File: src/rtl/fetch_pkg.sv
// Shared types for the fetch sequencer: address/offset widths and FSM state encoding.
// Pure declarations; no logic.
package fetch_pkg;
  localparam int AW = 12;
  localparam int OW = 8;

  typedef logic [AW-1:0] addr_t;
  typedef logic signed [OW-1:0] off_t;

  typedef enum logic [1:0] {
    IDLE = 2'd0,
    RUN  = 2'd1,
    DONE = 2'd2
  } fetch_state_t;
endpackage

File: src/rtl/pc_next.sv
// Combinational next-address for the RUN state: stall hold, absolute/relative branch, increment.
// Zero latency; no backpressure (stall is just one of the select inputs).
module pc_next #(
  parameter int AW = 12,
  parameter int OW = 8
) (
  input  logic [AW-1:0] addr,
  input  logic          stall,
  input  logic          branch_en,
  input  logic          branch_abs,
  input  logic [AW-1:0] branch_target,
  input  logic [OW-1:0] branch_offset,
  output logic [AW-1:0] next_addr
);
  logic [AW-1:0] offset_ext;

  assign offset_ext = {{(AW-OW){branch_offset[OW-1]}}, branch_offset};

  // Nested ifs keep X on the branch operands away from the result when branch_en=0.
  always_comb begin
    next_addr = addr + AW'(1);
    if (stall) begin
      next_addr = addr;
    end else if (branch_en) begin
      if (branch_abs) begin
        next_addr = branch_target;
      end else begin
        next_addr = addr + offset_ext;
      end
    end
  end
endmodule

File: src/rtl/fetch_ctrl.sv
// Program counter and IDLE/RUN/DONE sequencer driving the instruction ROM address.
// Address is registered (one edge from controls to InstAddress); Stall holds the address in RUN.
module fetch_ctrl
  import fetch_pkg::*;
#(
  parameter int            AW         = 12,
  parameter int            OW         = 8,
  parameter logic [AW-1:0] RESET_ADDR = '0
) (
  input  logic          Clk,
  input  logic          Reset,
  input  logic          Start,
  input  logic [AW-1:0] StartAddr,
  input  logic          Stall,
  input  logic          Halt,
  input  logic          BranchEn,
  input  logic          BranchAbs,
  input  logic [AW-1:0] BranchTarget,
  input  logic [OW-1:0] BranchOffset,
  output logic [AW-1:0] InstAddress,
  output logic          Running,
  output logic          Done
);
  fetch_state_t  state;
  logic [AW-1:0] run_next;

  pc_next #(
    .AW(AW),
    .OW(OW)
  ) u_pc_next (
    .addr         (InstAddress),
    .stall        (Stall),
    .branch_en    (BranchEn),
    .branch_abs   (BranchAbs),
    .branch_target(BranchTarget),
    .branch_offset(BranchOffset),
    .next_addr    (run_next)
  );

  always_ff @(posedge Clk) begin
    if (Reset) begin
      state       <= IDLE;
      InstAddress <= RESET_ADDR;
    end else begin
      case (state)
        IDLE, DONE: begin
          if (Start) begin
            state       <= RUN;
            InstAddress <= StartAddr;
          end
        end
        RUN: begin
          // Halt keeps the halting instruction's address visible.
          if (Halt) begin
            state <= DONE;
          end else begin
            InstAddress <= run_next;
          end
        end
        default: begin
          state       <= IDLE;
          InstAddress <= RESET_ADDR;
        end
      endcase
    end
  end

  assign Running = (state == RUN);
  assign Done    = (state == DONE);
endmodule

File: config.mk
export PLATFORM = sky130hd
export DESIGN_NAME = fetch_ctrl
export DESIGN_NICKNAME = d
export VERILOG_FILES = /design/src/rtl/fetch_pkg.sv /design/src/rtl/pc_next.sv /design/src/rtl/fetch_ctrl.sv
export SDC_FILE = /design/constraint.sdc
export NUM_CORES = 1
export LEC_CHECK = 0
export BUFFER_PORTS_ARGS = -buffer_cell sky130_fd_sc_hd__buf_2
export CAP_MARGIN = 20
export CORE_UTILIZATION = 53
export CTS_BUF_LIST = sky130_fd_sc_hd__clkbuf_8
export DETAILED_ROUTE_END_ITERATION = 6
export PLACE_DENSITY = 0.83
export REMOVE_ABC_BUFFERS = 1
export SKIP_CTS_REPAIR_TIMING = 1
export SLEW_MARGIN = 20
export SYNTH_ARGS = -nofsm -noshare
export SYNTH_HDL_FRONTEND = slang
export SYNTH_SLANG_ARGS = --single-unit
File: constraint.sdc
create_clock -name Clk -period 6.2 [get_ports Clk]
set_clock_uncertainty 0.05 [all_clocks]
set_input_delay 0.31 -clock Clk [delete_from_list [all_inputs] [get_ports Clk]]
set_output_delay 0.31 -clock Clk [all_outputs]
set_load 0.01 [all_outputs]
==> out/metrics.csv <==
stage;metric;value;unit
power_and_ir_drop;worst_ir_drop_vdd;191;uV
setup_path;peak_per_stage_delay_on_the_critical_path;430;ps
cts;cts_max_path_buffers;2;
cells_and_area;count_of_inserted_antenna_diode_cells;0;
yosys;async_flop_share;0;%
cts;clock_sinks;14;
placed_design;port_buffers;52;
yosys;syn-cell-area;1610;sq um
yosys;yosys_most_used_dff;dfxtp_1;
yosys;yosys-top-cells-area;dfxtp_1 (17%), ha_1 (9.3%), a21oi_1 (6.2%);
global_routing;grtUsageTotal;29.3;%
yosys;syn_inst;215;
placed_design;gpl.final_weighted_congestion;0.861;
global_routing;largest_net_degree_at_the_start_of_global_routing;25;
global_routing;wire_length_of_the_first_global_routing_pass;7.53;mm
yosys;synth-seq-cells;14;
routing;drt-pass1-iter-count;6;
yosys;yosys.cell_types.count;54;
routing;detail-route-antenna-nets;0;
cells_and_area;syn2layout_area_growth;18.1;%
cells_and_area;layout.cells.non_filler;291;
timing;hold_slack;310;ps
yosys;netlist.top_cell.by_area;dfxtp_1;
placed_design;placement.setup.worst_slack;3910;ps
setup_path;crit_path_cell_trace;ha_1 > fa_1 > a211oi_2 > o21bai_1 > o21ai_0 > mux2i_1 > a41o_1;
die;die_height;57.2;um
routing;drc;3;
cts;cts_htree_levels;1;
routing;totalWireLength;4.67;mm
yosys;syn-mean-instance-area;7.50;sq um
setup_path;crit_path_start;InstAddress[0]$_SDFFE_PP0P_;
setup_path;slowest_cell_on_the_critical_path;fa_1;
global_routing;grt_overflow;0;
cts;cts_tree;done;
setup_path;setup.worst_path.end_class;register;
outcome;run_status;finished with violations;
cells_and_area;layout.cells.most_common;buf_2;
timing;post-route-period-util;37.4;%
timing;hold_viol;0;
die;core_area;2830;sq um
timing;worst_slew_pin_slew;1050;ps
routing;via_count;1880;
setup_path;worstPathMaxFanout;8;
cts;ctsRootBufferMaster;clkbuf_8;
timing;rsz0062_at_grt;no;
setup_path;timing.critical_path.max_delay_family;compound AO/OA/AOI/OAI gates;
global_routing;number_of_antenna_violations_at_the_first_check_in_global_routing;0;
routing;first_iter_violations;135;
die;num_rows;19;
global_routing;grt_pass1_vias;1655;
yosys;ys_warn_count;0;
setup_path;worst-endpoint-required;6350;ps
power_and_ir_drop;cellPowerDensity;181;nW/um^2
cells_and_area;layout.filler_cells;256;
cells_and_area;multi_input_area;1250;sq um
cells_and_area;register_area;280;sq um
yosys;synth-edff-count;0;
cells_and_area;final_nets;313;
setup_path;critPathKind;register to register;
power_and_ir_drop;p_leak;0.879;nW
timing;max_freq;431;MHz
cells_and_area;mostFrequentLayoutCells;buf_2 (52), a21oi_1 (20), nor2_1 (19);
die;die-area;3270;sq um
setup_path;cp-start-kind;register;
setup_path;worst-path-buf-inv;0;
routing;wl_per_cell;16.0;um
flow_run;cap_viol_max_count;0;
die;die_x;57.2;um
yosys;yosysSeqAreaShare;17.4;%
min_path;hold_path.startpoint;StartAddr[2];
setup_path;setup.reg_to_reg.worst_slack;3880;ps
timing;max-slew-margin-rel;30.2;%
min_path;min_path_type;input port to register;
die;floorplan.initialDensity;57.0;%
outcome;failed_checks;DRC;
cts;clkTransAtPathRegs;60;ps
timing;setup-violations-final;0;
timing;final_max_slew_viol_count;0;
cts;cts_inserted_buffers;3;
yosys;yosys.area.top_type_share;17.4;%
routing;post_drt_via_cell_ratio;6.46;
setup_path;reg_to_reg_start;InstAddress[0]$_SDFFE_PP0P_;
timing;setup_tns;0;ps
die;ios;53;
placed_design;numPlacedInstances;287;
placed_design;dp_hpwl;3.45;mm
timing;finalWorstPathRequiredPeriod;2320;ps
cts;clk_latency;250;ps
timing;finalWorstSetupSlack;3880;ps
cells_and_area;fraction_of_final_layout_cells_sized_beyond_drive_strength_1;25.0;%
setup_path;worstPathArrival;2470;ps
-- per-stage QoR --
stage	power (mW)	utilization [%]	cell area [sq um]
after global routing	0.366	67.3	1900
after CTS	0.342	67.3	1900
after global placement	0.250	65.4	1850
after detailed placement	0.252	65.4	1850
final	0.345	67.3	1900
after floorplan	0.203	-	1550
-- worst min-delay path, cell delays in order --
cell	delay [ps]
buf_2	80
a21oi_1	60
a21oi_1	130
-- where the power goes --
group | internal [mW] | total (mW) | switching (mW) | leakage [nW]
Clock | 0.0564 | 0.0916 | 0.0353 | 0.0288
Sequential | 0.0981 | 0.115 | 0.0168 | 0.116
Combinational | 0.0602 | 0.138 | 0.0780 | 0.734
Total | 0.215 | 0.345 | 0.130 | 0.879
-- registers in the layout, summed over array words and instances, names as in the netlist --
name / count
InstAddress: 12
state: 2
-- worst paths after layout --
kind         cells after the start                           to
max reg2reg                      7  InstAddress[8]$_SDFFE_PP0P_
min                              3  InstAddress[2]$_SDFFE_PP0P_
max                              7  InstAddress[8]$_SDFFE_PP0P_
min reg2reg                      2        state[1]$_SDFFE_PP0P_
-- cell usage after synthesis, drive strengths merged (5+ instances only) --
cell	n
a21oi	20
a31oi	5
buf	5
clkbuf	6
dfxtp	14
ha	12
inv	5
nand2	18
nand3	5
nand4	8
nor2	19
nor3	6
o211ai	6
o21ai	16
xnor2	7
-- kinds of logic after synthesis --
family                     Yosys count  synth area share [%]
AOI/OAI and AO/OA                   79                  33.0
and+or+nand+nor                     77                  25.2
buffers and inverters               17                  5.28
DFF                                 14                  17.4
adders and majority gates           13                  10.6
xor gates and xnor gates            10                  5.43
muxes                                5                  3.18
-- per-layer routing --
layer | global-route usage, % | vias up | part of all wire [%]
met5 | 0 | - | 0
met4 | 6.97 | 0 | 1.1
met3 | 4.76 | 6 | 7.4
met2 | 50.3 | 81 | 47
met1 | 38.4 | 863 | 45
li1 | - | 930 | -
-- cell type report --
| type | instances | share of cell area (%) |
|---|---|---|
| inverter | 6 | 1.18 |
| tap | 31 | 2.04 |
| clock buffer | 4 | 2.89 |
| multi-input combinational | 184 | 65.5 |
| timing repair buffer | 52 | 13.7 |
| sequential | 14 | 14.7 |
Note: power is estimated with default switching activity, not from simulation.
